<file path="src/rtl/tap_shift_chain.sv">
// -----------------------------------------------------------------------------
// tap_shift_chain
//
// Multi-bit, configurable-depth shift chain with one tap per stage. It can
// shift in either direction, rotate, take a parallel load or hold. It also
// keeps a registered copy of the stage dropped by the last move, plus a
// saturating count of how many stages have been filled.
//
// Ports
//   newCLK        in   1            rising-edge clock for all state
//   global_reset  in   1            asynchronous, active-high clear of all state
//   in1           in   WIDTH        serial data inserted on a shift
//   shift_en      in   1            0 forces hold whatever the mode is
//   dir           in   1            0: k-1 -> k, insert at stage 0
//                                   1: k+1 -> k, insert at stage DEPTH-1
//   mode          in   2            00 hold, 01 shift, 10 rotate, 11 load
//   load_data     in   DEPTH*WIDTH  parallel load value, slice k = stage k
//   out           out  DEPTH*WIDTH  stage taps, slice k = stage k
//   serial_out    out  WIDTH        stage dropped by the last shift/rotate
//   fill_count    out  CNT_W        stages filled since reset/load, saturating
//   full          out  1            fill_count == DEPTH
// -----------------------------------------------------------------------------
module tap_shift_chain #(
    parameter int WIDTH = 1,
    parameter int DEPTH = 15,
    parameter int CNT_W = $clog2(DEPTH + 1)
) (
    input  logic                   newCLK,
    input  logic                   global_reset,
    input  logic [WIDTH-1:0]       in1,
    input  logic                   shift_en,
    input  logic                   dir,
    input  logic [1:0]             mode,
    input  logic [DEPTH*WIDTH-1:0] load_data,
    output logic [DEPTH*WIDTH-1:0] out,
    output logic [WIDTH-1:0]       serial_out,
    output logic [CNT_W-1:0]       fill_count,
    output logic                   full
);

    localparam logic [1:0] MODE_SHIFT  = 2'b01;
    localparam logic [1:0] MODE_ROTATE = 2'b10;
    localparam logic [1:0] MODE_LOAD   = 2'b11;

    localparam logic [CNT_W-1:0] FULL_CNT = CNT_W'(DEPTH);

    // Stages are kept packed so that one register process owns the whole
    // chain while each stage's next value is built by its own assign.
    logic [DEPTH*WIDTH-1:0] stage_q;
    logic [DEPTH*WIDTH-1:0] stage_d;
    logic [WIDTH-1:0]       serial_q;
    logic [WIDTH-1:0]       serial_d;
    logic [CNT_W-1:0]       fill_q;
    logic [CNT_W-1:0]       fill_d;

    logic                   do_shift;
    logic                   do_rotate;
    logic                   do_load;
    logic                   do_move;
    logic [WIDTH-1:0]       dropped;
    logic [WIDTH-1:0]       insert_val;

    assign do_shift  = shift_en && (mode == MODE_SHIFT);
    assign do_rotate = shift_en && (mode == MODE_ROTATE);
    assign do_load   = shift_en && (mode == MODE_LOAD);
    assign do_move   = do_shift || do_rotate;

    // The stage leaving the chain is at the end opposite the insert end.
    assign dropped    = dir ? stage_q[0 +: WIDTH] : stage_q[(DEPTH-1)*WIDTH +: WIDTH];
    // A rotate feeds the dropped stage back in place of the serial input.
    assign insert_val = do_rotate ? dropped : in1;

    genvar gi;
    generate
        for (gi = 0; gi < DEPTH; gi++) begin : g_stage
            logic [WIDTH-1:0] from_lo;
            logic [WIDTH-1:0] from_hi;

            if (gi == 0) begin : g_lo_end
                assign from_lo = insert_val;
            end else begin : g_lo_mid
                assign from_lo = stage_q[(gi-1)*WIDTH +: WIDTH];
            end

            if (gi == DEPTH - 1) begin : g_hi_end
                assign from_hi = insert_val;
            end else begin : g_hi_mid
                assign from_hi = stage_q[(gi+1)*WIDTH +: WIDTH];
            end

            assign stage_d[gi*WIDTH +: WIDTH] =
                do_move ? (dir ? from_hi : from_lo) :
                do_load ? load_data[gi*WIDTH +: WIDTH] :
                          stage_q[gi*WIDTH +: WIDTH];

            assign out[gi*WIDTH +: WIDTH] = stage_q[gi*WIDTH +: WIDTH];
        end
    endgenerate

    always_comb begin
        fill_d   = fill_q;
        serial_d = serial_q;
        if (do_shift) begin
            serial_d = dropped;
            if (fill_q != FULL_CNT) begin
                fill_d = fill_q + CNT_W'(1);
            end
        end else if (do_rotate) begin
            // Rotation only rearranges data already present: no new fill.
            serial_d = dropped;
        end else if (do_load) begin
            // Load leaves serial_out alone; nothing was dropped.
            fill_d = FULL_CNT;
        end
    end

    always_ff @(posedge newCLK or posedge global_reset) begin
        if (global_reset) begin
            stage_q  <= '0;
            serial_q <= '0;
            fill_q   <= '0;
        end else begin
            stage_q  <= stage_d;
            serial_q <= serial_d;
            fill_q   <= fill_d;
        end
    end

    assign serial_out = serial_q;
    assign fill_count = fill_q;
    assign full       = (fill_q == FULL_CNT);

endmodule

</file>
<file path="config.mk">
export PLATFORM = sky130hd
export DESIGN_NAME = tap_shift_chain
export DESIGN_NICKNAME = d
export VERILOG_FILES = /design/src/rtl/tap_shift_chain.sv
export SDC_FILE = /design/constraint.sdc
export NUM_CORES = 1
export LEC_CHECK = 0
export BUFFER_PORTS_ARGS = -buffer_cell sky130_fd_sc_hd__buf_2
export CORE_MARGIN = 2
export CORE_UTILIZATION = 40
export CTS_BUF_LIST = sky130_fd_sc_hd__clkbuf_16
export CTS_CLUSTER_SIZE = 10
export DETAILED_ROUTE_END_ITERATION = 10
export PLACE_DENSITY_LB_ADDON = 0.08
export SETUP_SLACK_MARGIN = 0.5
export SKIP_CTS_REPAIR_TIMING = 1
export SYNTH_ARGS = -nofsm -noshare
export SYNTH_HDL_FRONTEND = slang
export SYNTH_SLANG_ARGS = --single-unit
</file>
<file path="constraint.sdc">
create_clock -name newCLK -period 1.7 [get_ports newCLK]
set_input_delay 0.34 -clock newCLK [delete_from_list [all_inputs] [get_ports newCLK]]
set_output_delay 0.34 -clock newCLK [all_outputs]
set_load 0.02 [all_outputs]
</file>
# == Word-level counts from Yosys, hierarchy flattened ==
# Index checks and enable logic that the tools add are counted.
# totals
input_bits,22
latch_bits,0
out_inout_bits,21
rom_bits,0
mem_bits_rw,0
reg_bits,20
n_memories,0
# classes
mux,53
multipliers,0
n_div,0
eq_ne,7
n_shift,0
reduce_logical,8
addsub,1
magnitude_cmp,0
n_bitwise,0
# op_table
op,count
1-bit 2-to-1 mux,49
4-bit 2-to-1 mux,4
2-bit nonzero test,3
"4-bit by 1-bit adder with 4-bit output, second input constant",1
"2-bit equality test, second input constant",2
"4-bit equality test, second input constant",1
"4-bit inequality test, second input constant",1
1-bit logical AND,3
3-bit AND reduction,1
"2-bit by 1-bit equality test with 1-bit output, second input constant",1
"2-bit by 1-bit inequality test with 1-bit output, second input constant",1
"2-bit inequality test, second input constant",1
1-bit logical OR,1

# == Longest topological paths before layout ==
# Gate-level depths: netlist (run 1).
# logic_depth
depth_word,5
ltp_mapped,5

# == Least setup slack after synthesis (run 1) ==
# No wires, ideal clock.
# synth_timing
kind,register to register
start,"reg fill_q[0], in the netlist fill_count[0]"
end,"reg fill_q[0], in the netlist fill_count[0]"
path_slack_ns,0.352
period_less_slack_ns,1.348
stages_incl_launch_ff,5
t_required_ns,1.565
arrival_time_ns,1.213
n_path_buf,0
path_cell_list,dfrtp_1 -> ha_1 -> and3_1 -> o21ai_0 -> o21ai_0
# synth_via
elab_chain_cells,3
word_cells_on_any_way,6
cone_classes,add/sub: 1; eq/ne: 2; mux: 2; reduce/logical: 1
# synth_rtl
element,line_no,source
from (decl),53,logic [CNT_W-1:0] fill_q;
from (signal assigned),125,fill_q <= fill_d;
4-bit by 1-bit adder with 4-bit output or 4-bit inequality test (tied branches),"106, 105",
4-bit 2-to-1 mux or 2-bit by 1-bit inequality test with 1-bit output (tied branches),-,
4-bit 2-to-1 mux or 3-bit AND reduction (tied branches),-,
# Several ways; a longest one is shown, not always the timed one. The select of a mux whose other input is x is not followed.
# A chain may end at the register's enable or synchronous reset.

# == Final worst setup path (run 1) ==
# layout_timing
start,"reg fill_q[1], in the netlist fill_count[1]"
end,out full
# layout_via
elab_chain_cells,1
# layout_rtl
element,line_no,source
4-bit equality test,131,assign full = (fill_q == FULL_CNT);
to (decl),38,output logic full
# Every way passes these cells.

==> run metrics, run 1 <==
status=finished clean; row count=19; ant diodes=0; Worst-Skew Late Latency=0.25 ns; Final TNS setup=0 ns; Final Cycle Share=87.3%; initial antenna violation count=0; Avg WL per Cell=14.9 um; fin. max-slew vios=0; vias in the first global route=919; core area=0.00269 mm^2; Register Area=507 um^2; CTS H-tree depth=1; final net count=182; r2r startpoint=fill_count[1]; FF-to-FF path depth=5; post-DP HPWL=1960 um; Die Y=56.6 um; most common cell after layout, fill and taps aside=buf_2; CTS tree=yes; Layout area overhead=43.6%; Mapped Cells=105; type of origin of the critical path=flop; number of buffers created by CTS=3; Initial Util=41.2%; PwrDens=1350 mW/mm^2; RSZ-0062 raised after global routing=yes; Hold Crit Class=in2async; worst reg2reg path endpoint=fill_count[0]; CTS sink cnt=20; DRC violations left=0; worst-path fanout max=4; register bit total from synthesis=20; GRT Util Overall=16.9%; Max VDD drop=0.830 mV; largest net degree at the start of global routing=21; Leakage Power=0.764 nW; fill count=251; WHS=0.105 ns; Max Freq=0.674 GHz; Vias per Instance=5.62; grt total ovfl=0; Synth Area per Inst=10.5 um^2; Post-synth ARST share=100%; Top Ports=43; Post-Synthesis Cell Area=0.00111 mm^2; most frequent cells in the layout=buf_2 (37), dfrtp_1 (15), mux2i_1 (13), a22oi_1 (13), buf_4 (13); post-synthesis cell type count=29; MaxCap Viol Count=0; Setup Crit Path Kind=reg2out; routed vias=1063; GPL Wtd Cong=0.721; Detailed Route Iter0 Violations=45; setup violators final=0; Post-synth EDFFs=0; Clock Skews=0.00336 ns; Worst Setup End Kind=primary output; Worst-Margin Slew=0.275 ns; share of cells above drive strength 1=48.1%; DIE AREA=0.00321 mm^2; Slew headroom=81.7%; critical path required time=1.36 ns; multi-input logic area=607 um^2; DR pass1 iterations=4; final-report hold violation count=0; number of nets with antenna violations after routing=0; Syn Nets=128; Die W=56.6 um; global-route wire length before repair=4400 um; port bufs=42; Reg2Reg Setup Slack=0.44 ns; root buf cell=clkbuf_16; CP Data Arrival Time=1.14 ns; sequential fraction of the synthesis area=45.2%; synth warn=0; Max Root-Sink Buffers=2; post-layout minimum cycle time=1.48 ns; ys flop type=dfrtp_1; Worst-path clk slew=0.06 ns; final wirelength=2810 um
-- flip-flops by register name, summed over array words and instances, names as in the netlist --
register / flops
serial_out: 1
out: 15
fill_count: 4
-- worst max-delay path: stages, from the launching register on --
cell	delay (ns)
dfrtp_2	0.43
ha_4	0.17
and3_4	0.17
buf_6	0.12
-- synthesized netlist by cell type (2+ instances only) --
cell | count | share of area (%)
nor2_1 | 2 | 0.68
buf_2 | 2 | 0.90
o21a_1 | 2 | 1.4
o22ai_1 | 2 | 1.1
a22oi_1 | 13 | 8.8
mux2i_1 | 13 | 12
o21ai_1 | 10 | 4.5
nor3_1 | 3 | 1.4
a211oi_1 | 5 | 3.4
o21ai_0 | 6 | 2.7
nand3_1 | 3 | 1.4
buf_4 | 3 | 2.0
dfrtp_1 | 20 | 45
nor2b_1 | 3 | 1.7
inv_1 | 3 | 1.0
a21oi_1 | 2 | 0.90
-- power breakdown --
| part | total [mW] | switching (mW) | internal, mW |
|---|---|---|---|
| Clock | 0.484 | 0.171 | 0.313 |
| Combinational | 0.925 | 0.474 | 0.451 |
| Sequential | 0.739 | 0.140 | 0.600 |
-- area by class of cell --
class	instances	share of cell area (%)
Clock buffer	3	4.72
Inverter	3	0.708
Sequential cell	20	31.9
Clock inverter	1	0.236
Timing Repair Buffer	55	21.9
Tap cell	31	2.44
Multi-Input combinational cell	76	38.2
-- metrics by stage --
step	instance area (um^2)	setup WS (ns)	instances	power (mW)	utilization, %
6_report	1590	0.216	189	2.15	59.2
5_1_grt	1590	0.185	189	2.27	59.2
4_1_cts	1450	0.167	179	1.92	53.8
3_5_place_dp	1370	0.433	175	1.43	50.9
3_3_place_gp	1370	0.451	175	1.41	50.9
2_1_floorplan	1130	0.501	105	1.18	-
-- cells by family after synthesis --
family / count (synthesis) / share of synthesized area [%]
multiplexers: 13 / 11.8
AND/OR/NAND/NOR: 19 / 11.8
flip-flops: 20 / 45.2
adder cells (fa/ha/maj): 1 / 1.13
AO/OA/AOI/OAI: 43 / 25.2
buffers and inverters: 9 / 4.97
-- layer usage --
metal / vias up / track usage, % / share of wire, %
li1: 509 / - / -
met1: 519 / 24.6 / 45
met2: 33 / 27.2 / 49
met3: 2 / 2.30 / 5.1
met4: 0 / 3.06 / 0.57
met5: - / 0 / 0
-- worst max path at each step --
stage                        from       endpoint  slack [ns]
floorplan                 mode[1]        out[10]        0.50
global placement    fill_count[0]           full        0.45
detailed placement        mode[1]  fill_count[3]        0.43
CTS                 fill_count[0]           full        0.17
global route        fill_count[1]           full        0.18
finish              fill_count[1]           full        0.22
Note: power is estimated with default switching activity, not from simulation.
==> run 2: changes to the inputs <==
--- a/config.mk
+++ b/config.mk
@@ -8,7 +8,7 @@
 export BUFFER_PORTS_ARGS = -buffer_cell sky130_fd_sc_hd__buf_2
 export CORE_MARGIN = 2
 export CORE_UTILIZATION = 40
-export CTS_BUF_LIST = sky130_fd_sc_hd__clkbuf_16
+export CTS_BUF_LIST = sky130_fd_sc_hd__clkbuf_4 sky130_fd_sc_hd__clkbuf_8
 export CTS_CLUSTER_SIZE = 10
 export DETAILED_ROUTE_END_ITERATION = 10
 export PLACE_DENSITY_LB_ADDON = 0.08
==> run 2 against run 1 <==
Net effect: combinational power up 17%; largest cell class unchanged; fmax down 4.6%; die area unchanged; worst hold slack worse by 0.080 ns; final cell count up 5.8%; largest power group unchanged; critical path depth unchanged; utilization up 4.7 points; routed wire length up 3.0%; design area up 7.9%; global-route usage up 0.17 points; highest routed layer unchanged; clock skew up 0.0077 ns; sequential cell count unchanged.
==> run metrics, run 2 (synthesized netlist as in run 1, its figures left out) <==
global-route wire length before repair=4400 um (unchanged); Critical-path top delay cell=dfrtp_2 (unchanged); Layout area overhead=54.9% (was 43.6%); GRT Util Overall=17.1% (was 16.9%); Worst-path clk slew=0.13 ns (was 0.06 ns); pre-CTS setup slack=0.433 ns (unchanged); Worst-Skew Late Latency=0.31 ns (was 0.25 ns); Initial Util=41.2% (unchanged); fill count=235 (was 251); row count=19 (unchanged); PwrDens=1230 mW/mm^2 (was 1350 mW/mm^2); final-report hold violation count=0 (unchanged); ant diodes=0 (unchanged); Pint=1.31 mW (was 1.36 mW); final net count=193 (was 182); MaxCap Viol Count=0 (unchanged); vias in the first global route=915 (was 919); Clock Skews=0.0110 ns (was 0.00336 ns); setup violators final=0 (unchanged); Hold Crit Class=in2async (unchanged); r2r startpoint=fill_count[1] (unchanged); port bufs=42 (unchanged); Leakage Power=0.821 nW (was 0.764 nW); Logic pwr share=51.4% (was 43.1%); CP Data Arrival Time=1.22 ns (was 1.14 ns); CP Cell Sequence=ha_4, and3_4, buf_6 (unchanged); post-layout instance area=0.00172 mm^2 (was 0.00159 mm^2); Final Cycle Share=91.5% (was 87.3%); CTS H-tree depth=1 (unchanged); Max Root-Sink Buffers=2 (unchanged); post-DP HPWL=1960 um (unchanged); DR pass1 iterations=5 (was 4); Max VDD drop=0.852 mV (was 0.830 mV); type of origin of the critical path=flop (unchanged); clock share of power=13.6% (was 22.5%); most frequent cells in the layout=buf_2 (24), buf_4 (23), buf_6 (18), dfrtp_1 (15) (was buf_2 (37), dfrtp_1 (15), mux2i_1 (13), a22oi_1 (13), buf_4 (13)); core area=0.00269 mm^2 (unchanged); sw frac=38.0% (was 36.5%); DRC violations left=0 (unchanged); Avg WL per Cell=14.5 um (was 14.9 um); final worst slack=0.144 ns (was 0.216 ns); Worst Setup End Kind=primary output (unchanged); NetSw=0.799 mW (was 0.784 mW); Die Y=56.6 um (unchanged); Vias per Instance=5.45 (was 5.62); DIE AREA=0.00321 mm^2 (unchanged); Top Ports=43 (unchanged); final wirelength=2890 um (was 2810 um); routed vias=1089 (was 1063); sequential power share=35.0% (was 34.4%); post-placement cell area=0.00137 mm^2 (unchanged); critical path required time=1.36 ns (about the same); Worst-Margin Slew=0.278 ns (was 0.275 ns); GPL Wtd Cong=0.721 (unchanged); largest net degree at the start of global routing=21 (unchanged); Setup Crit Path Kind=reg2out (unchanged); Slew headroom=81.5% (was 81.7%); Reg2Reg Setup Slack=0.43 ns (was 0.44 ns); initial antenna violation count=0 (unchanged); number of nets with antenna violations after routing=0 (unchanged); status=finished clean (unchanged); grt total ovfl=0 (unchanged); root buf cell=clkbuf_4 (was clkbuf_16); Die W=56.6 um (unchanged); Max Freq=0.643 GHz (was 0.674 GHz); CP peak stage delay=0.45 ns (was 0.43 ns); share of cells above drive strength 1=52.1% (was 48.1%); CTS tree=yes (unchanged); WHS=0.0257 ns (was 0.105 ns); crit path from=fill_count[1] (unchanged); CTS sink cnt=20 (unchanged); fin. max-slew vios=0 (unchanged); Final TNS setup=0 ns (unchanged); RSZ-0062 raised after global routing=yes (unchanged); most common cell after layout, fill and taps aside=buf_2 (unchanged); post-layout minimum cycle time=1.56 ns (was 1.48 ns); max FFs per register=15 (unchanged); Detailed Route Iter0 Violations=66 (was 45); worst-path fanout max=4 (unchanged); number of buffers created by CTS=3 (unchanged)
[run 2: power groups by stage]
stage	Clock [mW]	Combinational, mW	Sequential, mW
after floorplan	0	0.325	0.860
after global placement	0	0.679	0.736
after detailed placement	0	0.692	0.741
after CTS	0.289	0.693	0.732
after global routing	0.312	1.16	0.755
final	0.286	1.08	0.737
[run 2: final timing paths]
path	cells past startpoint	to
worst max register to register	5	fill_count[0]
worst min-delay path	3	out[0]
worst max-delay path	3	full
min in group newCLK	3	out[11]
worst min register to register	1	fill_count[0]
max in group asynchronous	3	fill_count[3]
[run 2: cell type report]
cell class                      count  area [um^2]  area share (%)
Clock buffer                        4         36.3            2.12
Timing Repair Buffer               66          515            30.1
Inverter                            3         11.3           0.656
Tap cell                           31         38.8            2.26
Multi-Input combinational cell     76          607            35.4
Sequential cell                    20          507            29.5
[run 2: critical path: cells and delay by family, from the launching register on]
kind          cells  cell delay (ns)
simple gates      1             0.17
buf+inv           1             0.12
fa+ha+maj         1             0.17
flops             1             0.45
[run 2: through the flow]
stage               std cells  utilization [%]  power [mW]
floorplan                 105                -        1.18
global placement          175             50.9        1.41
detailed placement        175             50.9        1.43
CTS                       179             52.3        1.71
global route              200             63.9        2.23
finish                    200             63.9        2.10
[run 2: routing by layer]
| layer | global-route usage (%) | vias up | routed length [um] |
|---|---|---|---|
| met4 | 5.10 | 0 | 27 |
| met2 | 27.2 | 43 | 1440 |
| li1 | - | 528 | - |
| met1 | 24.2 | 514 | 1240 |
| met3 | 2.30 | 4 | 178 |
| met5 | 0 | - | 0 |
